**config.mk**
```make
export PLATFORM = sky130hd
export DESIGN_NAME = pipeline_hazard_ctrl
export DESIGN_NICKNAME = d
export VERILOG_FILES = /design/src/rtl/pipeline_hazard_ctrl_pkg.sv /design/src/rtl/pipeline_hazard_ctrl_muldiv_seq.sv /design/src/rtl/pipeline_hazard_ctrl.sv
export SDC_FILE = /design/constraint.sdc
export NUM_CORES = 1
export LEC_CHECK = 0
export ABC_AREA = 1
export CAP_MARGIN = 40
export CORE_MARGIN = 3
export CORE_UTILIZATION = 35
export CTS_BUF_LIST = sky130_fd_sc_hd__clkbuf_4
export CTS_CLUSTER_SIZE = 25
export DETAILED_ROUTE_END_ITERATION = 8
export GPL_ROUTABILITY_DRIVEN = 1
export PLACE_DENSITY = 0.68
export RECOVER_POWER = 50
export SLEW_MARGIN = 20
export SYNTH_ARGS = -nofsm -noshare
export SYNTH_HDL_FRONTEND = slang
export SYNTH_HIERARCHICAL = 1
export SYNTH_SLANG_ARGS = --single-unit
```
**constraint.sdc**
```tcl
create_clock -name clk -period 2.1 [get_ports clk]
set_clock_uncertainty 0.05 [all_clocks]
set_input_delay 0.21 -clock clk [delete_from_list [all_inputs] [get_ports clk]]
set_output_delay 0.21 -clock clk [all_outputs]
set_load 0.02 [all_outputs]
```
**src/rtl/pipeline_hazard_ctrl_pkg.sv**
```systemverilog
// Shared constants for the pipeline hazard controller: mul/div FSM state
// encoding, operation selects and the hard-wired zero register.
package hazard_pkg;

   localparam logic ST_IDLE = 1'b0;
   localparam logic ST_BUSY = 1'b1;

   localparam logic MD_OP_MUL = 1'b0;
   localparam logic MD_OP_DIV = 1'b1;

   localparam logic [4:0] REG_ZERO = 5'd0;

   function automatic int unsigned md_cycles(input logic op,
                                             input int unsigned mul_c,
                                             input int unsigned div_c);
      return (op == MD_OP_DIV) ? div_c : mul_c;
   endfunction

endpackage

```
**src/rtl/pipeline_hazard_ctrl_muldiv_seq.sv**
```systemverilog
// Multi-cycle mul/div sequencer: IDLE/BUSY FSM with a down-counter that
// holds EX for N-1 cycles and pulses o_done in the final cycle.
module muldiv_seq
   import hazard_pkg::*;
#(
   parameter int unsigned MUL_CYCLES = 4,
   parameter int unsigned DIV_CYCLES = 16,
   parameter int unsigned CNT_W      = 5
) (
   input  logic clk,
   input  logic rst,
   input  logic i_start,
   input  logic i_op,
   output logic o_hold,
   output logic o_busy,
   output logic o_done
);

   logic             r_state;
   logic [CNT_W-1:0] r_cnt;

   logic w_launch;
   logic w_count;
   logic w_last;

   // Gated by rst so that outputs sit at their defaults while reset is high.
   assign w_launch = ~rst & (r_state == ST_IDLE) & i_start;
   assign w_count  = ~rst & (r_state == ST_BUSY) & (r_cnt > CNT_W'(1));
   assign w_last   = ~rst & (r_state == ST_BUSY) & (r_cnt == CNT_W'(1));

   assign o_hold = w_launch | w_count;
   assign o_busy = o_hold;
   assign o_done = w_last;

   always_ff @(posedge clk) begin
      if (rst) begin
         r_state <= ST_IDLE;
         r_cnt   <= '0;
      end else if (w_launch) begin
         r_state <= ST_BUSY;
         r_cnt   <= CNT_W'(md_cycles(i_op, MUL_CYCLES, DIV_CYCLES) - 1);
      end else if (w_count) begin
         r_cnt   <= r_cnt - CNT_W'(1);
      end else if (w_last) begin
         r_state <= ST_IDLE;
         r_cnt   <= '0;
      end
   end

endmodule

```
**src/rtl/pipeline_hazard_ctrl.sv**
```systemverilog
// Stall/flush sequencer for the 5-stage pipeline: load-use stalls, branch and
// jump flushes, mul/div EX hold. Optional perf counters under HAZARD_PERF_EN.
module pipeline_hazard_ctrl
   import hazard_pkg::*;
#(
   parameter int unsigned MUL_CYCLES = 4,
   parameter int unsigned DIV_CYCLES = 16,
   parameter int unsigned CNT_W      = 5
) (
   input  logic       clk,
   input  logic       rst,
   input  logic [4:0] ID_Rs,
   input  logic [4:0] ID_Rt,
   input  logic       ID_UsesRs,
   input  logic       ID_UsesRt,
   input  logic       ID_Jump,
   input  logic       EX_MemRead,
   input  logic       EX_RegWrite,
   input  logic [4:0] EX_WriteRegister,
   input  logic       EX_BranchTaken,
   input  logic       EX_MulDivStart,
   input  logic       EX_MulDivOp,
   output logic       PC_Write,
   output logic       IF_ID_Write,
   output logic       IF_ID_Flush,
   output logic       ID_EX_Write,
   output logic       ID_EX_Flush,
   output logic       EX_MEM_Bubble,
   output logic       MD_Busy,
   output logic       MD_Done
`ifdef HAZARD_PERF_EN
   ,
   output logic [31:0] perf_stall_cycles,
   output logic [31:0] perf_flush_events
`endif
);

   logic w_hold;
   logic w_md_start;
   logic w_rs_hit;
   logic w_rt_hit;
   logic w_load_use;

   // A taken branch squashes the mul/div sitting in EX, so it never launches.
   assign w_md_start = EX_MulDivStart & ~EX_BranchTaken;

   muldiv_seq #(
      .MUL_CYCLES(MUL_CYCLES),
      .DIV_CYCLES(DIV_CYCLES),
      .CNT_W     (CNT_W)
   ) u_muldiv_seq (
      .clk    (clk),
      .rst    (rst),
      .i_start(w_md_start),
      .i_op   (EX_MulDivOp),
      .o_hold (w_hold),
      .o_busy (MD_Busy),
      .o_done (MD_Done)
   );

   assign w_rs_hit   = ID_UsesRs & (ID_Rs == EX_WriteRegister);
   assign w_rt_hit   = ID_UsesRt & (ID_Rt == EX_WriteRegister);
   assign w_load_use = EX_MemRead & EX_RegWrite &
                       (EX_WriteRegister != REG_ZERO) & (w_rs_hit | w_rt_hit);

   always_comb begin
      PC_Write      = 1'b1;
      IF_ID_Write   = 1'b1;
      IF_ID_Flush   = 1'b0;
      ID_EX_Write   = 1'b1;
      ID_EX_Flush   = 1'b0;
      EX_MEM_Bubble = 1'b0;
      if (!rst) begin
         if (w_hold) begin
            PC_Write      = 1'b0;
            IF_ID_Write   = 1'b0;
            ID_EX_Write   = 1'b0;
            EX_MEM_Bubble = 1'b1;
         end else if (EX_BranchTaken) begin
            IF_ID_Flush = 1'b1;
            ID_EX_Flush = 1'b1;
         end else if (w_load_use) begin
            PC_Write    = 1'b0;
            IF_ID_Write = 1'b0;
            ID_EX_Flush = 1'b1;
         end else if (ID_Jump) begin
            IF_ID_Flush = 1'b1;
         end
      end
   end

`ifdef HAZARD_PERF_EN
   logic [31:0] r_perf_stall;
   logic [31:0] r_perf_flush;

   always_ff @(posedge clk) begin
      if (rst) begin
         r_perf_stall <= '0;
         r_perf_flush <= '0;
      end else begin
         if (!PC_Write)
            r_perf_stall <= r_perf_stall + 32'd1;
         if (IF_ID_Flush | ID_EX_Flush)
            r_perf_flush <= r_perf_flush + 32'd1;
      end
   end

   assign perf_stall_cycles = r_perf_stall;
   assign perf_flush_events = r_perf_flush;
`endif

endmodule

```
==> implementation parameters, run 1 <==
Parameter                              Value

Timing
  Period utilisation layout ... between 90% and 100%
  Final hold violation count ... 0
  Relative max-transition margin ... around four fifths
  Setup Viol. Count Final ... 0
  Fin crit period ... between 1.5 and 2 ns
  RSZ-0062 raised after global routing ... true
  Setup TNS ... 0 ns
  Slew at the pin closest to its max-slew limit ... about 0.30 ns
  Fin worst setup slack ... 0.136 ns
  Final number of max-transition violations ... 0
  Worst-case hold slack ... around 0.4 ns
  Peak Freq ... ~510 MHz

Critical path
  Crit Reg-Reg Endpoint ... u_muldiv_seq/r_cnt[3]
  Critical path endpoint ... ID_EX_Write
  Maximum fanout encountered on the critical timing path ... 3
  Worst reg-to-reg setup slack ... 0.52 ns
  Signal arrival time at the worst endpoint ... ~1.7 ns
  CP max stage cell ... sky130_fd_sc_hd__dfxtp_1
  Ordered cell list for the critical path ... inv_1 > ha_1 > inv_1 > nor2_4 > nand2_4 > nand3_2 > nand2_1 > inv_1 > nor2_1 > inv_1 > clkdlybuf4s15_1
  Kind of start point of the critical path ... register
  Max stage delay on crit path ... ~0.33 ns
  Required arrival time at the worst endpoint ... approximately 1.8 ns
  Critical path origin ... u_muldiv_seq/r_cnt[1]
  Origin of the critical flop-to-flop path ... u_muldiv_seq/r_cnt[1]
  Number of cells on the worst reg-to-reg path ... 11
  Element type at the critical path end ... output port
  CP Buf/Inv Count ... 5
  Kind of critical path ... register to output port
  Critical Path Stages ... 11
  Cell repeated most along the worst path ... sky130_fd_sc_hd__inv_1
  Crit path max-delay family ... buffers and inverters

Place
  Detailed Place HPWL ... 1760 um
  Instance area after placement ... around 1200 sq um
  Number of placed instances with taps included ... approximately 210
  GPL Wtd Cong ... about 0.83
  Pre-CTS setup slack ... -0.203 ns
  Count of input and output buffers ... 32

Detailed routing
  1st-pass router iterations ... 5
  Total wire length ... approximately 2100 um
  Violation count after the first detailed-routing iteration ... 11
  Count of nets left with antenna violations after detail routing ... 0
  Detailed-route wire length per cell ... around 10 um
  Via count of the routed design ... 955
  Remaining DRCs ... 0
  Detail-routed via count per cell ... about 4.4

Global route
  Sum of overflow across all layers after global routing ... 0
  Wire length of the first global-routing pass ... between 3000 and 4000 um
  Combined global-route utilization of all metal layers ... between 15 and 20%
  Pin count of the biggest net entering global routing ... 6
  Initial antenna violation count ... 0
  Number of global-route vias before repair ... 899

Yosys
  Yosys warning total ... 6
  Number of nets in the synthesized netlist ... about 170
  Post-synthesis cell type with the largest combined area ... sky130_fd_sc_hd__nand2_1
  Register bit total from synthesis ... 6
  Most area-consuming cells after synthesis ... sky130_fd_sc_hd__nand2_1 23%, sky130_fd_sc_hd__dfxtp_1 16%, sky130_fd_sc_hd__inv_1 14%
  Number of distinct standard cells referenced by the synthesized netlist ... 18
  Sequential-to-total area share from yosys stat ... about 16%
  Number of flops mapped to enable cells by yosys ... 0
  Share of the synthesized area in the top cell type ... a little under a quarter
  Cell area after synthesis ... approximately 770 sq um
  Share of synthesized flip-flops with an asynchronous set or reset ... 0%
  Most common cell in the netlist ... sky130_fd_sc_hd__nand2_1
  Average size of a mapped cell ... ~5.3 sq um
  Most instantiated flip-flop cell in the synthesis netlist ... sky130_fd_sc_hd__dfxtp_1
  Ranking of synthesized cells by instance count ... 47 x sky130_fd_sc_hd__nand2_1, 28 x sky130_fd_sc_hd__inv_1, 17 x sky130_fd_sc_hd__nor2_1
  Cells after Synth ... 145

CTS
  Count of clock tree sinks ... 6
  Number of H-tree branching levels ... 1
  Worst-path clk slew ... approximately 0.05 ns
  Post CTS Setup Buffer Count ... 0
  Later-pin clock latency in the skew report ... roughly 0.25 ns
  Clock tree from TritonCTS ... yes
  Root Driver ... sky130_fd_sc_hd__clkbuf_4
  CTS Buf Count ... 3
  Maximum clock path buffer count ... 2

Cells and area
  Final Instance Count excl. Fillers ... roughly 220
  Share of layout cells above drive strength 1 ... 18.5%
  Growth of design area from synthesis to finish ... 58.5%
  Final nets ... around 220
  Area of the multi-input gates ... 514 sq um
  Final Core Density ... between 60% and 70%
  Final instance area ... approximately 1200 sq um
  Antenna diode instance count ... 0
  Area occupied by registers ... around 120 sq um
  Fill cell instance count of the final layout ... roughly 210

Outcome
  Result of the run ... finished, final reports clean

Pwr
  Worst voltage drop across the vdd grid ... between 0.2 and 0.25 mV
  Total leakage power ... around 0.72 nW
  P per Cell Area ... 392 nW/um^2
  Total Power Consumption ... between 0.4 and 0.5 mW

Floorplanning
  Area of the core ... 2020 sq um
  Die Footprint ... 2810 sq um
  Starting Density ... 38.2%
  Cell Rows ... 16
  Top-level I/O count ... 33
  Die width ... 53.0 um
  Die H ... between 50 and 60 um

Min path
  Hold Crit Class ... input port to register

Job
  Max-cap violations ... 0
==> power by group <==
group | total (mW) | switching (mW) | internal, mW
Combinational | 0.237 | 0.121 | 0.116
Sequential | 0.133 | 0.00942 | 0.123
Clock | 0.110 | 0.0448 | 0.0649
==> area by class of cell <==
class                   count  share of cell area [%]
flip-flops and latches      6                    9.82
clock buffers               3                    1.84
well taps                  27                    2.76
repair buffers             43                    33.1
multi-input cells         103                    42.0
inverters                  34                    10.4
==> how the worst min path moves through the flow <==
stage,from,to,slack [ns],depth (start not counted)
6_report,rst,u_muldiv_seq/r_cnt[0],0.40,3
5_1_grt,rst,u_muldiv_seq/r_cnt[0],0.43,3
4_1_cts,u_muldiv_seq/r_cnt[0],u_muldiv_seq/r_cnt[0],0.45,2
3_5_place_dp,u_muldiv_seq/r_cnt[0],u_muldiv_seq/r_cnt[0],0.44,2
3_3_place_gp,u_muldiv_seq/r_cnt[0],u_muldiv_seq/r_cnt[0],0.44,2
2_1_floorplan,rst,u_muldiv_seq/r_cnt[0],0.23,1
==> timing repair <==
item,4_1_cts,5_1_grt
pin swaps,0,0
resized for setup,8,13
endpoints found under the setup margin,6,7
hold buffers,0,0
==> metal layers <==
| layer | up-vias | track usage (%) | routed length [um] |
|---|---|---|---|
| li1 | 524 | - | - |
| met1 | 400 | 18.4 | 894 |
| met2 | 25 | 30.4 | 1120 |
| met3 | 6 | 1.69 | 69 |
| met4 | 0 | 7.66 | 23 |
| met5 | - | 0 | 0 |
==> worst reg2reg max path, cell delays in order (launching register included) <==
cell and delay (ns):
sky130_fd_sc_hd__dfxtp_1 0.33, sky130_fd_sc_hd__inv_1 0.06, sky130_fd_sc_hd__ha_1 0.18, sky130_fd_sc_hd__inv_1 0.09, sky130_fd_sc_hd__nor2_4 0.05, sky130_fd_sc_hd__nand2_4 0.07, sky130_fd_sc_hd__buf_4 0.12, sky130_fd_sc_hd__nand2_2 0.06
sky130_fd_sc_hd__nor2_2 0.16, sky130_fd_sc_hd__nor2_1 0.09, sky130_fd_sc_hd__nor2_1 0.15, sky130_fd_sc_hd__nor2_1 0.07
==> cell families after synthesis <==
| kind of cell | count (synthesis) | share of synthesized area (%) |
|---|---|---|
| adder cells (fa/ha/maj) | 2 | 3.24 |
| buffers and inverters | 36 | 18.5 |
| flip-flops | 6 | 15.6 |
| AND/OR/NAND/NOR | 95 | 58.0 |
| XOR/XNOR | 1 | 1.13 |
| AO/OA/AOI/OAI | 5 | 3.57 |
==> sequential cells by signal, summed over array words and instances, names as in the netlist <==
signal / flops
u_muldiv_seq/r_cnt: 5
u_muldiv_seq/r_state: 1
==> cell usage in the layout, fill, tap and decap left out <==
master	n
sky130_fd_sc_hd__dlymetal6s2s_1	4
sky130_fd_sc_hd__nand2_1	47
sky130_fd_sc_hd__a21oi_1	4
sky130_fd_sc_hd__xor2_1	1
sky130_fd_sc_hd__clkdlybuf4s15_1	4
sky130_fd_sc_hd__o21bai_1	1
sky130_fd_sc_hd__clkbuf_4	3
sky130_fd_sc_hd__ha_1	2
sky130_fd_sc_hd__inv_2	6
sky130_fd_sc_hd__nand2_2	3
sky130_fd_sc_hd__nor2_1	17
sky130_fd_sc_hd__nor2_4	3
sky130_fd_sc_hd__nor2_2	4
sky130_fd_sc_hd__buf_4	12
sky130_fd_sc_hd__dfxtp_1	6
sky130_fd_sc_hd__clkbuf_2	1
sky130_fd_sc_hd__inv_1	28
sky130_fd_sc_hd__nand3_2	1
sky130_fd_sc_hd__nand3_1	13
sky130_fd_sc_hd__clkdlybuf4s50_1	22
sky130_fd_sc_hd__nand3_4	1
sky130_fd_sc_hd__nand2_4	1
sky130_fd_sc_hd__nand4_1	5
No activity file was read; power rests on OpenSTA's default activity.
==> run 2: changes to the inputs <==
- GPL_TIMING_DRIVEN: unset -> 0
==> implementation parameters, run 2 (synthesized netlist as in run 1, its figures left out) <==
Parameter                              Value

Pwr
  Power dissipated by switching net loads ... around 0.17 mW
  Share of power burned in the clock network ... 22.2%
  P per Cell Area ... just under 400 nW/um^2
  Fraction of power consumed by sequential logic ... approximately 29%
  Combinational share of power ... between 40% and 50%
  Int Pwr ... between 0.2 and 0.3 mW
  Total Power Consumption ... ~0.47 mW
  Worst voltage drop across the vdd grid ... about 0.21 mV
  Fraction of power spent switching nets ... 37.0%
  Total leakage power ... between 0.6 and 0.7 nW

Detailed routing
  Top metal layer carrying routed signals ... met4
  Remaining DRCs ... 0
  Total wire length ... a little over 2000 um
  1st-pass router iterations ... 4
  Post-Route M1 WL ... about 900 um
  Via count of the routed design ... 975
  Violation count after the first detailed-routing iteration ... 18
  Detailed-route wire length per cell ... between 9 and 10 um
  Wire length on met3 ... between 100 and 150 um
  Count of nets left with antenna violations after detail routing ... 0
  Detail-routed via count per cell ... about 4.6
  WL met2 ... around 1100 um

Place
  Count of input and output buffers ... 32
  Instance area after placement ... ~1100 sq um
  Detailed Place HPWL ... about 1600 um
  Pre-CTS setup slack ... -0.451 ns
  GPL Wtd Cong ... between 0.7 and 0.8
  Number of placed instances with taps included ... about 200

Cells and area
  Growth of design area from synthesis to finish ... 54.8%
  Final instance area ... roughly 1200 sq um
  Area occupied by registers ... approximately 130 sq um
  Share of layout cells above drive strength 1 ... about a fifth
  Area of the multi-input gates ... 532 sq um
  Final Core Density ... approximately 59%
  Number of flip-flops in the largest register ... 5
  Antenna diode instance count ... 0
  Most frequent standard cell in the layout excluding fill and tap cells ... sky130_fd_sc_hd__nand2_1
  Register bank with the most flops ... u_muldiv_seq/r_cnt
  Final nets ... about 210
  Highest-count cells in the layout ignoring fill and taps ... 47 x sky130_fd_sc_hd__nand2_1, 24 x sky130_fd_sc_hd__inv_1, 22 x sky130_fd_sc_hd__clkdlybuf4s50_1, 18 x sky130_fd_sc_hd__nor2_1, 12 x sky130_fd_sc_hd__nand3_1
  Biggest regs ... u_muldiv_seq/r_cnt x5, u_muldiv_seq/r_state x1
  Final Instance Count excl. Fillers ... 210
  Fill cell instance count of the final layout ... slightly above 200

CTS
  Clock tree from TritonCTS ... yes
  Root Driver ... sky130_fd_sc_hd__clkbuf_4
  Number of H-tree branching levels ... 1
  Maximum clock path buffer count ... 2
  CTS hold repair buffers ... 0
  Worst-path clk slew ... approximately 0.040 ns
  Count of clock tree sinks ... 6
  CTS Buf Count ... 3
  Later-pin clock latency in the skew report ... roughly 0.24 ns

Floorplanning
  Die Footprint ... approximately 2800 sq um
  Cell Rows ... 16
  Die H ... between 50 and 60 um
  Top-level I/O count ... 33
  Starting Density ... a little under two fifths
  Die width ... roughly 53 um
  Area of the core ... 2020 sq um

Critical path
  Kind of start point of the critical path ... register
  Worst reg-to-reg setup slack ... 0.31 ns
  Kind of critical path ... register to output port
  Element type at the critical path end ... output port
  Maximum fanout encountered on the critical timing path ... 4
  Signal arrival time at the worst endpoint ... 1.73 ns
  Required arrival time at the worst endpoint ... about 1.8 ns

Global route
  Number of global-route vias before repair ... just under 900
  Combined global-route utilization of all metal layers ... between 10% and 20%
  Pin count of the biggest net entering global routing ... 8
  Initial antenna violation count ... 0
  Wire length of the first global-routing pass ... around 3400 um
  Sum of overflow across all layers after global routing ... 0

Timing
  Period utilisation layout ... a little over nine tenths
  Slew at the pin closest to its max-slew limit ... 0.367 ns
  Peak Freq ... 503 MHz
  Relative max-transition margin ... roughly 76%
  Fin crit period ... around 2 ns
  Setup TNS ... 0 ns
  Final number of max-transition violations ... 0
  RSZ-0062 raised after global routing ... false
  Worst-case hold slack ... between 0.4 and 0.5 ns
  Setup Viol. Count Final ... 0
  Final hold violation count ... 0
  Fin worst setup slack ... around 0.11 ns

Job
  Max-cap violations ... 0

Outcome
  Result of the run ... finished, final reports clean

Min path
  Hold Crit Class ... input port to register
[run 2: changes by cell type in the layout (fill, tap and decap cells not counted), moves of 2 or more]
cell	delta
sky130_fd_sc_hd__buf_2	+2
sky130_fd_sc_hd__buf_4	-8
sky130_fd_sc_hd__clkdlybuf4s15_1	-2
sky130_fd_sc_hd__dfxtp_1	-2
sky130_fd_sc_hd__dlygate4sd2_1	+2
sky130_fd_sc_hd__dlymetal6s2s_1	-2
sky130_fd_sc_hd__inv_1	-4
sky130_fd_sc_hd__inv_2	+2
sky130_fd_sc_hd__inv_4	+2
[run 2: worst paths after layout]
kind                                       startpoint                     to  cells past startpoint
worst min-delay path                              rst  u_muldiv_seq/r_cnt[0]                      2
worst max register to register  u_muldiv_seq/r_cnt[1]  u_muldiv_seq/r_cnt[2]                     11
worst max-delay path            u_muldiv_seq/r_cnt[1]            ID_EX_Write                     11
worst min register to register  u_muldiv_seq/r_cnt[0]  u_muldiv_seq/r_cnt[0]                      2
[run 2: cell type report]
cell class | count | share of cell area [%]
Inverter | 34 | 11.1
Tap cell | 27 | 2.83
Timing Repair Buffer | 36 | 28.6
Multi-Input combinational cell | 103 | 44.5
Clock buffer | 3 | 1.88
Sequential cell | 6 | 10.5
Buffer | 1 | 0.628
[run 2: power by group through the flow]
| stage | Clock (mW) | Sequential [mW] | Combinational [mW] |
|---|---|---|---|
| finish | 0.103 | 0.136 | 0.226 |
| CTS | 0.107 | 0.134 | 0.216 |
| global placement | 0 | 0.135 | 0.214 |
| global route | 0.122 | 0.137 | 0.253 |
| floorplan | 0 | 0.133 | 0.130 |
| detailed placement | 0 | 0.135 | 0.217 |
[run 2: worst max-delay path, cell delays in order (launching register included)]
cell                              delay (ns)
sky130_fd_sc_hd__dfxtp_4                0.37
sky130_fd_sc_hd__inv_4                  0.04
sky130_fd_sc_hd__ha_4                   0.14
sky130_fd_sc_hd__inv_2                  0.06
sky130_fd_sc_hd__nor2_4                 0.04
sky130_fd_sc_hd__nand2_1                0.13
sky130_fd_sc_hd__nand3_4                0.11
sky130_fd_sc_hd__nand2_2                0.12
sky130_fd_sc_hd__inv_4                  0.04
sky130_fd_sc_hd__nor2_1                 0.11
sky130_fd_sc_hd__inv_1                  0.05
sky130_fd_sc_hd__clkdlybuf4s15_1        0.28
[run 2: per-layer routing]
layer  up-vias  GRT usage [%]
li1        517              -
met1       423           18.9
met2        33           28.9
met3         2           2.25
met4         0           3.83
met5         -              0
[run 2: timing repair]
action / CTS / global route
gates resized for setup: 25 / 15
pin swaps: 0 / 7
gates cloned: 0 / 0
endpoints found under the setup margin: 7 / 7
buffers inserted: 0 / 4
